**src/rtl/seq_divider32b_pkg.sv**
```systemverilog
// Shared definitions for the 32-bit sequential restoring divider:
// FSM state encoding, iteration count and the divide-by-zero quotient,
// plus small two's-complement helpers used by the optional signed path.
package seq_divider32b_pkg;

  // Controller states: waiting, iterating, and finishing / publishing results
  typedef enum logic [1:0] {
    ST_IDLE = 2'd0,
    ST_RUN  = 2'd1,
    ST_FIN  = 2'd2
  } state_e;

  // One quotient bit per RUN iteration, 32 iterations in total
  localparam logic [5:0]  ITER_COUNT    = 6'd32;

  // Quotient reported when the divisor is zero (all ones)
  localparam logic [31:0] DIV0_QUOTIENT = 32'hFFFF_FFFF;

  // Two's-complement negation of a 32-bit value
  function automatic logic [31:0] neg32(input logic [31:0] v);
    return (~v) + 32'd1;
  endfunction

  // Negate only when en is set; used for magnitude conversion and sign fix-up
  function automatic logic [31:0] cond_neg32(input logic [31:0] v, input logic en);
    logic [31:0] res;
    if (en) begin
      res = neg32(v);
    end else begin
      res = v;
    end
    return res;
  endfunction

endpackage

```
**src/rtl/seq_divider32b_adder.sv**
```systemverilog
// 32-bit adder/subtractor used for the divider's trial subtraction.
// With SUB=1 it computes A - B as A + ~B + 1; COUT=1 then means no borrow.
module Adder32b
  import seq_divider32b_pkg::*;
(
  input  logic [31:0] A,
  input  logic [31:0] B,
  input  logic        SUB,
  output logic [31:0] S,
  output logic        COUT
);

  logic [31:0] b_eff_s;
  logic [32:0] sum_s;

  // Invert the second operand and inject the carry-in when subtracting
  always_comb begin
    b_eff_s = B ^ {32{SUB}};
    sum_s   = {1'b0, A} + {1'b0, b_eff_s} + {32'd0, SUB};
  end

  assign S    = sum_s[31:0];
  assign COUT = sum_s[32];

endmodule

```
**src/rtl/seq_divider32b.sv**
```systemverilog
// 32-bit sequential restoring divider, one quotient bit per clock, MSB first.
// Timeline: START accepted on edge 0, operand load on edge 1, 32 iterations on
// edges 2..33, results published with a one-cycle DONE pulse on edge 34.
// A zero divisor takes a fast path and completes on the edge after acceptance.
// Optional feature: define SEQ_DIVIDER32B_SIGNED_EN to compile in the signed
// (truncating) division path controlled by the SIGNED input; without it the
// SIGNED input is ignored and every operation is unsigned.
module seq_divider32b
  import seq_divider32b_pkg::*;
(
  input  logic        CLK,
  input  logic        RST,
  input  logic        START,
  input  logic [31:0] A,
  input  logic [31:0] B,
  input  logic        SIGNED,
  output logic        BUSY,
  output logic        DONE,
  output logic [31:0] Q,
  output logic [31:0] R,
  output logic        DIV0
);

  // Controller and datapath state
  state_e      state_r;
  logic [5:0]  cnt_r;      // 0 = load cycle, 1..32 = iteration number
  logic [31:0] a_r;        // dividend as captured at START
  logic [31:0] b_r;        // divisor as captured at START
  logic [31:0] rem_r;      // partial remainder
  logic [31:0] dvd_r;      // dividend shift register, fills with quotient bits
  logic [31:0] dvs_r;      // divisor magnitude used by the subtractor

  // Combinational datapath signals
  logic [32:0] partial_s;
  logic [31:0] diff_s;
  logic        no_borrow_s;
  logic        commit_s;
  logic [31:0] rem_next_s;
  logic [31:0] mag_a_s;
  logic [31:0] mag_b_s;
  logic [31:0] q_final_s;
  logic [31:0] r_final_s;

`ifdef SEQ_DIVIDER32B_SIGNED_EN
  logic        sgn_r;
  logic        neg_a_s;
  logic        neg_q_s;
`else
  logic        unused_signed_s;
`endif

  // Shift the next dividend bit into the remainder to form the 33-bit partial
  always_comb begin
    partial_s = {rem_r, dvd_r[31]};
  end

  Adder32b u_trial_sub (
    .A    (partial_s[31:0]),
    .B    (dvs_r),
    .SUB  (1'b1),
    .S    (diff_s),
    .COUT (no_borrow_s)
  );

  // Commit the subtraction when the partial is at least the divisor
  always_comb begin
    commit_s = partial_s[32] | no_borrow_s;
    if (commit_s) begin
      rem_next_s = diff_s;
    end else begin
      rem_next_s = partial_s[31:0];
    end
  end

`ifdef SEQ_DIVIDER32B_SIGNED_EN
  // Magnitudes for the unsigned core and sign correction of the final results
  always_comb begin
    neg_a_s   = sgn_r & a_r[31];
    neg_q_s   = sgn_r & (a_r[31] ^ b_r[31]);
    mag_a_s   = cond_neg32(a_r, neg_a_s);
    mag_b_s   = cond_neg32(b_r, sgn_r & b_r[31]);
    q_final_s = cond_neg32(dvd_r, neg_q_s);
    r_final_s = cond_neg32(rem_r, neg_a_s);
  end
`else
  // Unsigned-only build: operands and results pass straight through
  always_comb begin
    mag_a_s   = a_r;
    mag_b_s   = b_r;
    q_final_s = dvd_r;
    r_final_s = rem_r;
  end

  assign unused_signed_s = SIGNED;
`endif

  // Main FSM: accept, load, iterate, publish; all outputs are registered
  always_ff @(posedge CLK) begin
    if (RST) begin
      state_r <= ST_IDLE;
      cnt_r   <= 6'd0;
      a_r     <= 32'd0;
      b_r     <= 32'd0;
      rem_r   <= 32'd0;
      dvd_r   <= 32'd0;
      dvs_r   <= 32'd0;
`ifdef SEQ_DIVIDER32B_SIGNED_EN
      sgn_r   <= 1'b0;
`endif
      BUSY    <= 1'b0;
      DONE    <= 1'b0;
      Q       <= 32'd0;
      R       <= 32'd0;
      DIV0    <= 1'b0;
    end else begin
      DONE <= 1'b0;
      case (state_r)
        ST_IDLE: begin
          // The DONE cycle still reads as IDLE; START is held off until it ends
          if (START && !DONE) begin
            a_r     <= A;
            b_r     <= B;
`ifdef SEQ_DIVIDER32B_SIGNED_EN
            sgn_r   <= SIGNED;
`endif
            cnt_r   <= 6'd0;
            BUSY    <= 1'b1;
            state_r <= ST_RUN;
          end
        end

        ST_RUN: begin
          if (cnt_r == 6'd0) begin
            if (b_r == 32'd0) begin
              // Divide-by-zero fast path: publish immediately, no iterations
              DONE    <= 1'b1;
              DIV0    <= 1'b1;
              Q       <= DIV0_QUOTIENT;
              R       <= a_r;
              BUSY    <= 1'b0;
              state_r <= ST_IDLE;
            end else begin
              rem_r <= 32'd0;
              dvd_r <= mag_a_s;
              dvs_r <= mag_b_s;
              cnt_r <= 6'd1;
            end
          end else begin
            rem_r <= rem_next_s;
            dvd_r <= {dvd_r[30:0], commit_s};
            if (cnt_r == ITER_COUNT) begin
              state_r <= ST_FIN;
            end else begin
              cnt_r <= cnt_r + 6'd1;
            end
          end
        end

        ST_FIN: begin
          DONE    <= 1'b1;
          DIV0    <= 1'b0;
          Q       <= q_final_s;
          R       <= r_final_s;
          BUSY    <= 1'b0;
          cnt_r   <= 6'd0;
          state_r <= ST_IDLE;
        end

        default: begin
          BUSY    <= 1'b0;
          cnt_r   <= 6'd0;
          state_r <= ST_IDLE;
        end
      endcase
    end
  end

endmodule

```
**config.mk**
```make
export PLATFORM = sky130hd
export DESIGN_NAME = seq_divider32b
export DESIGN_NICKNAME = d
export VERILOG_FILES = /design/src/rtl/seq_divider32b_pkg.sv /design/src/rtl/seq_divider32b_adder.sv /design/src/rtl/seq_divider32b.sv
export SDC_FILE = /design/constraint.sdc
export NUM_CORES = 1
export LEC_CHECK = 0
export CORE_MARGIN = 5
export CORE_UTILIZATION = 56
export CTS_BUF_LIST = sky130_fd_sc_hd__clkbuf_8 sky130_fd_sc_hd__clkbuf_16
export CTS_CLUSTER_SIZE = 28
export DETAILED_ROUTE_END_ITERATION = 7
export PLACE_DENSITY = 0.84
export REMOVE_ABC_BUFFERS = 1
export SYNTH_ARGS = -nofsm -noshare
export SYNTH_HDL_FRONTEND = slang
export SYNTH_SLANG_ARGS = --single-unit
```
**constraint.sdc**
```tcl
create_clock -name CLK -period 3.8 [get_ports CLK]
set_input_delay 0.76 -clock CLK [delete_from_list [all_inputs] [get_ports CLK]]
set_output_delay 0.76 -clock CLK [all_outputs]
set_load 0.02 [all_outputs]
```
Yosys cells after proc, flatten, opt, wreduce, memory -nomap -nowiden
Cells that the tools add are included.
{ "op_classes": {"n_bitwise": 3, "n_mux": 31, "reduce_logical": 13, "eq_ne": 11, "n_addsub": 3} }
{ "ops": {"columns": ["cell", "n"], "rows": [
  ["$mux 32", 9],
  ["$pmux 32 s2", 2],
  ["$add 32x32->33", 1],
  ["$add 33x1->33 const B", 1],
  ["$logic_not 32->1", 1],
  ["$not 32->32", 1],
  ["$mux 6", 4],
  ["$reduce_and 3->1", 5],
  ["$ne 3x3->1 const B", 4],
  ["$pmux 6 s2", 1],
  ["$mux 2", 4],
  ["$ne 2x2->1 const B", 4],
  ["$mux 1", 7],
  ["$add 6x1->6 const B", 1],
  ["$eq 6x6->1 const B", 1],
  ["$logic_not 6->1", 1],
  ["$pmux 1 s2", 3],
  ["$pmux 2 s2", 1],
  ["$reduce_and 2->1", 2],
  ["$eq 2x1->1 const B", 1],
  ["$eq 2x2->1 const B", 1],
  ["$logic_not 2->1", 1],
  ["$reduce_bool 2->1", 1],
  ["$logic_and 1x1->1", 1],
  ["other kinds (3)", 3]
]} }
{ "word_totals": {"in_bits": 68, "wordCells": 73, "output_inout_bits": 67, "ff_bits": 235} }

Longest topological paths before layout
{ "depth": {"word_depth": 6, "depth_mapped": 14} }

Hierarchy
A second synthesis with hierarchy kept.
{ "unflattened": {"hier_cells": 1295, "area_unflattened_um2": 11297.1} }
{ "by_module_without_submodules": {"columns": ["module", "area_each_um2", "seq_area_each_um2", "n_inst", "cells_each"], "rows": [
  ["seq_divider32b", 9196.3, 4704.5, 1, 995],
  ["Adder32b", 2100.8, 0.0, 1, 300]
]} }

Worst setup path before layout
Ideal clock, no wire load.
{ "synth_path": {"path_kind": "flip-flop to flip-flop", "from": "register dvd_r[31]", "to": "register rem_r[30], in the netlist r_final_s[30]", "synth_period_minus_slack_ns": 2.577, "setup_time_ns": 0.074, "arrival_time_ns": 2.503, "path_stages_with_launch": 15, "setup_slack_ns": 1.223, "required_ns": 3.726, "cell_sequence": "dfxtp_1 inv_1 ha_1 inv_1 fa_1 a211oi_1 o211ai_1 nand4_1 a211oi_2 o31ai_2 a21oi_2 o32ai_1 buf_2 a32oi_1 o21ai_0"} }
{ "synth_between": {"elab_chain_len": 5} }
{ "synth_lines": {"columns": ["element", "line_no", "source"], "rows": [
  ["start: declaration", "seq_divider32b.sv:30", "logic [31:0] dvd_r;"],
  ["start signal: assignment", "seq_divider32b.sv:144", "dvd_r <= mag_a_s;"],
  ["start signal: assignment", "seq_divider32b.sv:150", "dvd_r <= {dvd_r[30:0], commit_s};"],
  ["$add 32x32->33 (*)", "seq_divider32b_adder.sv:19", "sum_s = {1'b0, A} + {1'b0, b_eff_s} + {32'd0, SUB};"],
  ["$add 33x1->33 (*)", "seq_divider32b_adder.sv:19", null],
  ["$or 1x1->1", "seq_divider32b.sv:67", "commit_s = partial_s[32] | no_borrow_s;"],
  ["$mux 32 (*)", "seq_divider32b.sv:68", "if (commit_s) begin"],
  ["$mux 32 (*)", "seq_divider32b.sv:133", "if (cnt_r == 6'd0) begin"],
  ["end signal: assignment", "seq_divider32b.sv:149", "rem_r <= rem_next_s;"],
  ["end: declaration", "seq_divider32b.sv:29", "logic [31:0] rem_r;"]
]} }
Mark *: on every way between the ends. The rest lies on a longest branch, timed or not.
A chain may end at the register's enable or synchronous reset.

Worst setup path in the final report
{ "layout_path": {"from": "register dvd_r[31]", "to": "register rem_r[17], in the netlist r_final_s[17]"} }
The elaborated chain is that of the path after synthesis.

==> run metrics <==
DRT Pass-1 Iters 6; Worst Path Max Fanout 31; maximum clock rate 299 MHz; post-layout instance area 13100 µm²; Yosys reg bits 235; Max Cap Viol 0; CP most frequent cell inv_1; Clk pwr share 25.3%; cell-internal power 5270 µW; outcome finished clean; Final Hold Viols 0; Worst setup EP type flop; top routing layer in use met4; EDFF count, synth 0; r2r worst-path depth 13; instance count on the critical path 13; top post-synthesis cells by area dfxtp_1 43%, nand2_1 8.4%, a21oi_1 6.4%; leakage 0.00500 µW; dominant synthesized flop cell dfxtp_1; initial antenna violation count 0; DIE AREA 22400 µm²; row count 51; Slew Limit Fails 0; nets@finish 1536; CTS tree built; number of port buffers 133; via count 9880; Clock Sinks 235; root buffer cell clkbuf_16; combinational share of power 37.6%; final setup fails 0; Buf+Inv Stages, Crit Path 2; ANT nets after route 0; Longest Clk Path Bufs 3; GPL Wtd Cong 0.939; Sw Share 37.1%; Setup CP Type reg -> reg; skew final 0.0170 ns; n_diodes 0; minimum clock period after layout 3.35 ns; DR iter-0 viols 732; CP max stage delay 0.62 ns; worst slack, placed 0.525 ns; fin crit share 88.1%; Post-Syn Area per Cell 8.11 µm²; ratio of cells with drive above 1 in the final layout 5.06%; fin worst setup slack 0.452 ns; post_cts resized 0; Core Region 19300 µm²; Startpoint Class flop; die height 150 µm; area grow syn2layout 19.7%; Synth area leader dfxtp_1; wire per inst 16.1 µm; Post-Route WL 27500 µm; DRC viols 0; # IOs 135; RSZ-0062 raised after global routing false; area share of the largest cell type after synthesis 43.0%; met2 WL 13200 µm; hold path cells 2; CTS clock-pin slew for the worst setup and hold paths 0.07 ns; Setup Buffers After CTS 0; WL met3 1640 µm; slowest CP cell o32a_2; cts bufs inserted 25; Die W 150 µm; area of placed instances 12400 µm²; Yosys warning count 0; Power Density 639 nW/µm²; NetSw 3100 µW; Synth cell types 63; Top delay family on crit path compound AO/OA/AOI/OAI gates; htree depth 1; first-pass GRT wire length 45100 µm; GRT overflow 0; M1 WL 12000 µm; DP Wirelength 18600 µm; r2r setup slk 0.45 ns; ys async rst share 0%; initial cell density of the core 56.6%; Clk Latency, worst-skew pair 0.52 ns; vias per cell 5.79; crit path cell chain inv_1 > ha_1 > inv_1 > fa_1 > a211oi_1 > o211ai_1 > nand4_1 > a211oi_2 > o31ai_2 > a21oi_2 > o32a_2 > nand2_1 > o21ai_0; CP arrival 3.78 ns; Slew @ Worst Pin 1.09 ns; Worst slew margin 27.1%; Max IR drop VDD 0.521 mV; Crit path required time 4.23 ns; vias in the first global route 9289; pin count of the biggest net entering global routing 97; Cells after Synth 1350; Cell Area, Synth 10900 µm²; CTS Hold Bufs 0; register area share after synthesis 43.0%; GRT Total Usage 24.2%; min-delay worst type reg -> reg; part of the power in registers 37.1%
layout make-up:
class | instances | area [µm²]
sequential | 235 | 4700
tap | 265 | 332
clock inverter | 13 | 57.6
inverter | 47 | 176
clock buffer | 26 | 639
multi-input combinational | 973 | 5710
fill | 1594 | 6230
timing repair buffer | 148 | 1480
layer usage:
layer | GRT usage [%] | vias to the layer above
met4 | 7.14 | 0
met3 | 2.91 | 57
met1 | 32.7 | 4639
li1 | - | 4891
met2 | 40.6 | 293
met5 | 0 | -
cell usage in the layout, fill, tap and decap left out, drive strengths merged, types with 37 or more instances in the layout:
master	n
clkdlybuf4s50	132
nand3	74
nand2	244
mux2i	66
nor2	128
inv	53
a211oi	68
ha	37
a21oi	140
dfxtp	235
cell usage after synthesis, drive strengths merged, types with 5 or more instances:
cell    count
clkbuf     65
o21ai      27
a21oi     140
a211oi     68
a21o       10
xnor2      13
a32oi      12
o21a        6
nor3       11
nor4        8
o22ai      32
buf        30
and3        6
nand4       8
o31ai       5
nand3      74
nor2b       8
xor2       14
inv        47
nor3b       7
nor2      128
nand2     244
ha         37
mux2i      66
dfxtp     235
sequential cells by signal, indices dropped and copies added, names as in the netlist:
| name | count |
|---|---|
| cnt_r | 6 |
| DIV0 | 1 |
| Q | 32 |
| b_r | 32 |
| BUSY | 1 |
| DONE | 1 |
| state_r | 2 |
| dvs_r | 32 |
| dvd_r | 32 |
| r_final_s | 32 |
| R | 32 |
| a_r | 32 |
cell families after synthesis:
group,count (synthesis),synth area share (%)
adders and majority gates,38,4.41
xor gates and xnor gates,27,2.16
and+or+nand+nor,514,20.3
buffers and inverters,142,5.24
DFF,235,43.0
muxes,67,6.14
AOI/OAI and AO/OA,327,18.8
stage by stage:
stage | hold WS [ns] | total power (µW) | utilization (%) | setup TNS, ns | std cells
6_report | 0.456 | 8370 | 67.8 | 0 | 1707
5_1_grt | 0.470 | 8840 | 67.8 | 0 | 1707
4_1_cts | 0.456 | 8390 | 67.8 | 0 | 1707
3_5_place_dp | 0.448 | 6270 | 64.2 | 0 | 1668
3_3_place_gp | 0.442 | 6190 | 64.2 | 0 | 1668
2_1_floorplan | 0.430 | 5130 | - | -176.13 | 1255
worst register-to-register path, cell delays in order, from the launching register on:
cell,delay (ns)
dfxtp_1,0.35
inv_1,0.06
ha_1,0.19
inv_1,0.08
fa_1,0.23
a211oi_1,0.11
o211ai_1,0.27
nand4_1,0.22
a211oi_2,0.32
o31ai_2,0.14
a21oi_2,0.20
o32a_2,0.62
nand2_1,0.27
o21ai_0,0.23
power groups by stage:
stage | Clock [µW] | Sequential [µW] | Combinational (µW)
final | 2120 | 3100 | 3150
after global routing | 2270 | 3160 | 3410
after CTS | 2160 | 3100 | 3130
after detailed placement | 0 | 3150 | 3110
after global placement | 0 | 3130 | 3050
after floorplan | 0 | 3290 | 1840
worst paths after layout:
| check | from | to |
|---|---|---|
| worst max-delay path | dvd_r[31] | r_final_s[17] |
| worst min-delay path | dvs_r[19] | dvs_r[19] |
| worst max register to register | dvd_r[31] | r_final_s[17] |
| worst min register to register | dvs_r[19] | dvs_r[19] |
(Power assumes the default switching activity.)
